File: src/rtl/reset_sequencer.sv
// Reset request arbiter and sequencer: grants the highest-priority request, then drives
// staggered active-low peripheral/core resets followed by a holdoff window.
module reset_sequencer #(
  parameter int unsigned N_REQ          = 4,
  parameter int unsigned PULSE_CYCLES   = 100,
  parameter int unsigned STAGGER_CYCLES = 16,
  parameter int unsigned HOLDOFF_CYCLES = 32
) (
  input  logic                       clk,
  input  logic                       rst,
  input  logic [N_REQ-1:0]           req,
  output logic [N_REQ-1:0]           req_ack,
  output logic                       periph_rst_n,
  output logic                       core_rst_n,
  output logic                       busy,
  output logic [$clog2(N_REQ)-1:0]   cause,
  output logic [7:0]                 reset_count
);

  localparam int unsigned CauseW = $clog2(N_REQ);
  localparam int unsigned MaxPs  = (PULSE_CYCLES > STAGGER_CYCLES) ? PULSE_CYCLES
                                                                   : STAGGER_CYCLES;
  localparam int unsigned MaxLen = (MaxPs > HOLDOFF_CYCLES) ? MaxPs : HOLDOFF_CYCLES;
  localparam int unsigned CntW   = $clog2(MaxLen + 1);

  localparam logic [CntW-1:0] PulseLast   = CntW'(PULSE_CYCLES - 1);
  localparam logic [CntW-1:0] StaggerLast = CntW'(STAGGER_CYCLES - 1);
  localparam logic [CntW-1:0] HoldoffLast = CntW'(HOLDOFF_CYCLES - 1);

  localparam logic [1:0] StIdle    = 2'd0;
  localparam logic [1:0] StAssert  = 2'd1;
  localparam logic [1:0] StStagger = 2'd2;
  localparam logic [1:0] StHoldoff = 2'd3;

  logic [1:0]        state_q, state_d;
  logic [CntW-1:0]   cnt_q, cnt_d;
  logic [N_REQ-1:0]  pending_q, pending_d;
  logic [N_REQ-1:0]  ack_q, ack_d;
  logic [CauseW-1:0] cause_q, cause_d;
  logic [7:0]        count_q, count_d;
  logic              periph_q, periph_d;
  logic              core_q, core_d;
  logic              busy_q, busy_d;

  logic [N_REQ-1:0]  cand;
  logic [N_REQ-1:0]  grant_oh;
  logic [CauseW-1:0] grant_idx;
  logic              found;

  // Lowest set index of req|pending wins.
  always_comb begin
    cand      = req | pending_q;
    grant_oh  = '0;
    grant_idx = '0;
    found     = 1'b0;
    for (int unsigned i = 0; i < N_REQ; i++) begin
      if (cand[i] && !found) begin
        found       = 1'b1;
        grant_idx   = i[CauseW-1:0];
        grant_oh[i] = 1'b1;
      end
    end
  end

  always_comb begin
    state_d   = state_q;
    cnt_d     = cnt_q + CntW'(1);
    pending_d = pending_q | req;
    ack_d     = '0;
    cause_d   = cause_q;
    count_d   = count_q;
    unique case (state_q)
      StIdle: begin
        cnt_d     = '0;
        pending_d = cand & ~grant_oh;
        if (found) begin
          state_d = StAssert;
          ack_d   = grant_oh;
          cause_d = grant_idx;
          count_d = (count_q == 8'hFF) ? count_q : count_q + 8'd1;
        end
      end
      StAssert: begin
        if (cnt_q == PulseLast) begin
          state_d = StStagger;
          cnt_d   = '0;
        end
      end
      StStagger: begin
        if (cnt_q == StaggerLast) begin
          state_d = StHoldoff;
          cnt_d   = '0;
        end
      end
      StHoldoff: begin
        if (cnt_q == HoldoffLast) begin
          state_d = StIdle;
          cnt_d   = '0;
        end
      end
      default: begin
        state_d = StIdle;
        cnt_d   = '0;
      end
    endcase
    // Outputs are registered, so decode them from the next state.
    periph_d = (state_d != StAssert);
    core_d   = (state_d == StIdle) || (state_d == StHoldoff);
    busy_d   = (state_d != StIdle);
  end

  always_ff @(posedge clk) begin
    if (rst) begin
      state_q   <= StIdle;
      cnt_q     <= '0;
      pending_q <= '0;
      ack_q     <= '0;
      cause_q   <= '0;
      count_q   <= '0;
      periph_q  <= 1'b1;
      core_q    <= 1'b1;
      busy_q    <= 1'b0;
    end else begin
      state_q   <= state_d;
      cnt_q     <= cnt_d;
      pending_q <= pending_d;
      ack_q     <= ack_d;
      cause_q   <= cause_d;
      count_q   <= count_d;
      periph_q  <= periph_d;
      core_q    <= core_d;
      busy_q    <= busy_d;
    end
  end

  assign req_ack      = ack_q;
  assign periph_rst_n = periph_q;
  assign core_rst_n   = core_q;
  assign busy         = busy_q;
  assign cause        = cause_q;
  assign reset_count  = count_q;

endmodule

File: config.mk
export PLATFORM = sky130hd
export DESIGN_NAME = reset_sequencer
export DESIGN_NICKNAME = d
export VERILOG_FILES = /design/src/rtl/reset_sequencer.sv
export SDC_FILE = /design/constraint.sdc
export NUM_CORES = 1
export LEC_CHECK = 0
export CAP_MARGIN = 0
export CORE_UTILIZATION = 30
export CTS_CLUSTER_DIAMETER = 80
export CTS_CLUSTER_SIZE = 8
export DETAILED_ROUTE_END_ITERATION = 6
export GPL_TIMING_DRIVEN = 0
export PLACE_DENSITY = 0.61
export SETUP_SLACK_MARGIN = 0.2
export SLEW_MARGIN = 20
export SYNTH_ARGS = -nofsm -noshare
export SYNTH_HDL_FRONTEND = slang
export SYNTH_SLANG_ARGS = --single-unit
File: constraint.sdc
create_clock -name clk -period 2.4 [get_ports clk]
set_input_delay 0.48 -clock clk [delete_from_list [all_inputs] [get_ports clk]]
set_output_delay 0.48 -clock clk [all_outputs]
set_load 0.05 [all_outputs]
==> results of run 1 <==
==> Yosys cell counts <==
cell	count
nor4_1	1
a311oi_2	1
a21boi_0	1
nor3b_1	2
nand4_1	2
clkbuf_1	7
or4_2	2
inv_1	2
nand2_1	5
o21ba_2	1
ha_1	4
nor4bb_1	1
nand2b_1	4
nor2_4	1
or3_1	2
a32oi_1	1
nand3_1	7
or4_4	2
a21o_1	1
a41oi_1	1
o21ai_0	4
nor2b_1	2
o31ai_1	3
o21bai_1	1
a21oi_1	8
nor3_1	10
nor4b_1	2
o21a_1	3
mux2_2	1
xnor2_1	3
o22ai_1	1
and3_1	3
or3_2	2
a211oi_1	4
xor2_1	2
o21ai_2	2
buf_6	1
dfxtp_1	30
nor2_1	15
nand3b_1	1
==> sequential cells by signal, indices dropped and copies added, names as in the netlist <==
name	flops
state_q	2
core_rst_n	1
cause	2
pending_q	4
periph_rst_n	1
req_ack	4
busy	1
cnt_q	7
reset_count	8
==> cells in the final DEF, fill, tap and decap left out, types with 5 or more instances in the layout <==
master / count
nand2_1: 5
clkdlybuf4s50_1: 22
a21oi_1: 8
clkbuf_8: 6
dfxtp_1: 30
nor2_1: 15
clkbuf_1: 8
nor3_1: 10
nand3_1: 7
==> metal layers <==
metal	vias up	part of all wire [%]
met1	558	46
met4	0	1.2
met2	24	49
met5	-	0
li1	595	-
met3	4	3.8
==> power groups by stage <==
stage	Combinational, mW	Sequential [mW]	Clock, mW
2_1_floorplan	0.0716	0.595	0
3_3_place_gp	0.175	0.545	0
3_5_place_dp	0.177	0.546	0
4_1_cts	0.177	0.535	0.431
5_1_grt	0.198	0.538	0.462
6_report	0.183	0.535	0.420
==> metrics by stage <==
stage / util [%] / area, um^2 / hold slack (ns) / power [mW]
2_1_floorplan: - / 1340 / 0.433 / 0.666
3_3_place_gp: 39.1 / 1620 / 0.467 / 0.720
3_5_place_dp: 39.1 / 1620 / 0.474 / 0.723
4_1_cts: 41.3 / 1710 / 0.490 / 1.14
5_1_grt: 42.1 / 1750 / 0.516 / 1.20
6_report: 42.1 / 1750 / 0.484 / 1.14
==> timing repair <==
item,in CTS,in global routing
cloned,0,0
pin swaps,1,2
gates resized for setup,0,3
endpoints found under the setup margin,1,3
setup buffers,0,1
==> path summary, 6_finish.rpt <==
path / cells after the start / slack (ns) / startpoint / endpoint
max reg2reg: 7 / 0.51 / cnt_q[0]$_SDFF_PP0_ / core_rst_n$_SDFF_PP1_
max: 6 / 0.27 / req[0] / core_rst_n$_SDFF_PP1_
min reg2reg: 1 / 0.48 / cnt_q[0]$_SDFF_PP0_ / cnt_q[0]$_SDFF_PP0_
min: 1 / 0.48 / cnt_q[0]$_SDFF_PP0_ / cnt_q[0]$_SDFF_PP0_
==> layout make-up <==
class / count / area share (%)
Tap cell: 50 / 3.58
Buffer: 8 / 2.15
Inverter: 2 / 0.430
Clock buffer: 7 / 4.95
Clock inverter: 1 / 0.287
Multi-Input combinational cell: 106 / 41.1
Timing Repair Buffer: 23 / 13.0
Sequential cell: 30 / 34.4
==> cell families after synthesis <==
family                     after synthesis
buffers and inverters                   10
xor gates and xnor gates                 5
DFF                                     30
muxes                                    1
adders and majority gates                4
and+or+nand+nor                         64
AOI/OAI and AO/OA                       32
==> worst max-delay path, delay by kind of cell <==
kind,cells,cell delay [ns]
AND/OR/NAND/NOR,2,0.63
buffers and inverters,1,0.42
adder cells (fa/ha/maj),1,0.28
AO/OA/AOI/OAI,2,0.55
==> results.yml, run 1 <==
detailed_routing:
  vias: 1181
  antenna_left: 0
  firstDrtPassIters: 4
  vias_per_cell: 5.20
  drc: 0
  drtIter0Drc: 51
  wire_per_inst_um: 12.7
  wl_um: 2880
power:
  clockPowerShare_pct: 36.9
  p_comb_share_pct: 16.1
  vdd_drop_max_uv: 236
  p_seq_share_pct: 47.0
  p_switching_mw: 0.315
  switching_share_pct: 27.6
  powerDensity_mw_per_mm2: 652
  leakagePower_nw: 0.596
  p_int_mw: 0.824
logic_synthesis:
  avgSynthCellArea_um2: 9.17
  syn_inst: 146
  syn_nets: 156
  synthesis.area_mm2: 0.00134
  yosysSeqAreaShare_pct: 44.9
  synth_mux_area_share_pct: 0.841
  synth_compound_area_share_pct: 16.7
  ys_seq_elements: 30
  synth-xor-area-share_pct: 3.27
  ys_top_cells_by_area: "dfxtp_1, nor2_1, ha_1, nor3_1, a21oi_1"
  synth_adder_area_share_pct: 3.74
  synth_top_family_by_area: "simple AND/OR/NAND/NOR gates"
  synth-simple-area-share_pct: 27.2
  yosys.area.top_type: "dfxtp_1"
  synth_top_area_share_pct: 44.9
  synthDistinctLibCells: 40
  ys_warn_count: 0
timing:
  tns_ns: 0
  skew_ns: 0.00829
  tightest_slew_ns: 0.494
  report.final.slew_viol_count: 0
  max-slew-margin-rel_pct: 67.0
  rsz0062_at_grt: "no"
  hold_viol: 0
  period_share_pct: 88.8
  setup_viol: 0
  fmax_ghz: 0.469
  period_minus_slack_ns: 2.13
  layout_setup_ws_ns: 0.268
die:
  coreArea_mm2: 0.00414
  initial_utilization_pct: 32.3
  io_pins: 23
  dieArea_mm2: 0.00473
  placementRows: 23
  die_y_um: 68.8
  die_w_um: 68.8
clocking:
  clkTransAtPathRegs_ns: 0.06
  clock-root-buffer: "clkbuf_8"
  cts_tree: "done"
  postCtsHoldBufs: 0
  cts_buffer_depth: 2
  insertion_delay_ns: 0.28
  cts_made_buffers: 5
  cts_sinks: 30
  h-tree-depth: 2
placed_design:
  hpwl_um: 2060
  gp_congestion: 0.796
  numPortBuffers: 22
  pre_cts_slack_ns: -0.101
  place_inst: 218
setup_path:
  critPathKind: "input pin to register"
  slowest_delay_ns: 0.57
  cp-start-kind: "input pin"
  crit_chain: "clkdlybuf4s50_1, or4_4, o21a_4, a311oi_4, ha_1, nand2b_1"
  arrival_ns: 2.36
  cp_max_fo: 4
  required_ns: 2.63
  cp_slowest_cell: "or4_4"
  end_kind: "register"
global_routing:
  use_met2_pct: 23.4
  grt_pass1_vias: 1058
  globalRouteMet3Util_pct: 6.41
  grt_max_degree: 11
  grt_busiest_layer: "met2"
  gr-usage-all-layers_pct: 13.8
  grt_use_met1_pct: 14.9
  antenna_found_initial: 0
  grt_overflow: 0
  grt_pass1_wl_um: 4670
worst_hold_path:
  min_path_type: "register to register"
layout:
  multi_input_area_um2: 718
  seq_area_um2: 601
  syn2layout_area_growth_pct: 30.4
  fin_cells: 227
  diodes: 0
  drive_above_1_share_pct: 13.0
  nets: 186
  fill_cells: 418
outcome:
  status: "finished clean"
job:
  max_cap_violations: 0
No activity file was read; power rests on OpenSTA's default activity.
==> inputs of run 2 (changes only) <==
--- a/config.mk
+++ b/config.mk
@@ -17,3 +17,4 @@
 export SYNTH_ARGS = -nofsm -noshare
 export SYNTH_HDL_FRONTEND = slang
 export SYNTH_SLANG_ARGS = --single-unit
+export TNS_END_PERCENT = 10
==> results of run 2 <==
The final DEF is identical to that of run 1; final timing and power are the same.
==> inputs of run 3 (changes only) <==
--- a/config.mk
+++ b/config.mk
@@ -5,7 +5,8 @@
 export SDC_FILE = /design/constraint.sdc
 export NUM_CORES = 1
 export LEC_CHECK = 0
-export CAP_MARGIN = 0
+export CAP_MARGIN = 20
+export CORE_ASPECT_RATIO = 0.75
 export CORE_UTILIZATION = 30
 export CTS_CLUSTER_DIAMETER = 80
 export CTS_CLUSTER_SIZE = 8
==> results.yml, run 3 (synthesized netlist as in run 1, its figures left out) <==
outcome:
  status: "finished clean"
job:
  max_cap_violations: 0
worst_hold_path:
  holdPathStages: 1
  min_path_type: "register to register"
  whs_endpoint: "cnt_q[0]$_SDFF_PP0_"
  hp-start: "cnt_q[0]$_SDFF_PP0_"
detailed_routing:
  drc: 0
  firstDrtPassIters: 4
  wire_per_inst_um: 13.1
  vias_per_cell: 5.11
  vias: 1186
  antenna_left: 0
  wl_um: 3030
  drtIter0Drc: 136
timing:
  setup_viol: 0
  period_minus_slack_ns: 2.14
  layout_setup_ws_ns: 0.257
  period_share_pct: 89.3
  tightest_slew_ns: 0.536
  skew_ns: 0.00756
  hold_viol: 0
  fmax_ghz: 0.467
  max-slew-margin-rel_pct: 63.8
  rsz0062_at_grt: "no"
  report.final.slew_viol_count: 0
setup_path:
  ff2ff_path_depth: 6
  crit_buf_inv: 1
  rrSetupSlack_ns: 0.42
  regToRegStartpoint: "cnt_q[0]$_SDFF_PP0_"
  rr_endpoint: "core_rst_n$_SDFF_PP1_"
  crit_chain: "clkdlybuf4s50_1, or4_4, o21a_4, a311oi_4, ha_1, nand2b_1"
  cp_max_fo: 4
  cp_slowest_cell: "or4_4"
  cp-start-kind: "input pin"
  end_kind: "register"
  slowest_delay_ns: 0.56
  critPathTopFamily: "simple AND/OR/NAND/NOR gates"
  critPathKind: "input pin to register"
  required_ns: 2.62
  arrival_ns: 2.36
power:
  powerDensity_mw_per_mm2: 686
  vdd_drop_max_uv: 338
  leakagePower_nw: 0.614
layout:
  fin_util_pct: 42.5
  fin_cells: 232
  nets: 186
  final_cell_mix: "dfxtp_1, clkdlybuf4s50_1, nor2_1"
  diodes: 0
  drive_above_1_share_pct: 13.0
  fin_area_mm2: 0.00177
  syn2layout_area_growth_pct: 31.9
  largest_reg_flops: 8
  mostFrequentLayoutCell: "dfxtp_1"
global_routing:
  grt_pass1_wl_um: 4820
  antenna_found_initial: 0
  gr-usage-all-layers_pct: 13.5
  grt_pass1_vias: 1043
  grt_overflow: 0
  grt_max_degree: 11
clocking:
  cts_sinks: 30
  h-tree-depth: 2
  cts_made_buffers: 5
  clkTransAtPathRegs_ns: 0.06
  insertion_delay_ns: 0.28
  cts_buffer_depth: 2
  cts_tree: "done"
  clock-root-buffer: "clkbuf_8"
placed_design:
  pre_cts_slack_ns: -0.0996
  gp_congestion: 0.812
  post_dp_cell_area_mm2: 0.00163
  place_inst: 223
  hpwl_um: 2140
  numPortBuffers: 22
die:
  placementRows: 20
  initial_utilization_pct: 32.2
  die_y_um: 59.9
  coreArea_mm2: 0.00415
  dieArea_mm2: 0.00474
  die_w_um: 79.1
  io_pins: 23
==> run 3: metal layers <==
metal / vias up / global-route usage, % / wire [um]
met3: 5 / 3.66 / 143
met2: 27 / 19.8 / 1340
met4: 0 / 4.94 / 42
met1: 564 / 18.8 / 1500
met5: - / 0 / 0
li1: 590 / - / -
==> run 3: worst max path at each step <==
stage | from | end | slack (ns) | cells after the start
6_report | req[0] | core_rst_n$_SDFF_PP1_ | 0.26 | 6
5_1_grt | req[0] | periph_rst_n$_SDFF_PP1_ | 0.20 | 7
3_3_place_gp | req[0] | core_rst_n$_SDFF_PP1_ | -0.07 | 6
4_1_cts | req[0] | core_rst_n$_SDFF_PP1_ | 0.24 | 6
2_1_floorplan | req[0] | core_rst_n$_SDFF_PP1_ | 0.47 | 5
3_5_place_dp | req[0] | core_rst_n$_SDFF_PP1_ | -0.1 | 6
==> run 3: where the power goes <==
part           switching (mW)  leakage [nW]  internal [mW]
clock                   0.185        0.0579          0.305
sequential             0.0139         0.246          0.521
combinational           0.114         0.311         0.0717
total                   0.313         0.614          0.898
==> run 3: what timing repair did <==
action                                  4_1_cts  5_1_grt
resized for setup                             0        3
pin swaps                                     1        4
endpoints found under the setup margin        1        3
hold buffers                                  0        0
buffers inserted                              0        1
==> run 3: area by class of cell <==
| type | count | area [um^2] |
|---|---|---|
| Buffer | 8 | 37.5 |
| Clock buffer | 5 | 68.8 |
| Clock inverter | 3 | 40.0 |
| Fill cell | 414 | 2390 |
| Inverter | 2 | 7.51 |
| Multi-Input combinational cell | 106 | 712 |
| Sequential cell | 30 | 601 |
| Tap cell | 55 | 68.8 |
| Timing Repair Buffer | 23 | 230 |
==> run 3: metrics by stage <==
stage                     TNS (ns)  power, mW  hold WS, ns
after global placement      -0.170      0.719        0.453
after CTS                        0       1.21        0.468
final                            0       1.21        0.465
after floorplan                  0      0.666        0.433
after detailed placement    -0.239      0.724        0.459
after global routing             0       1.27        0.504
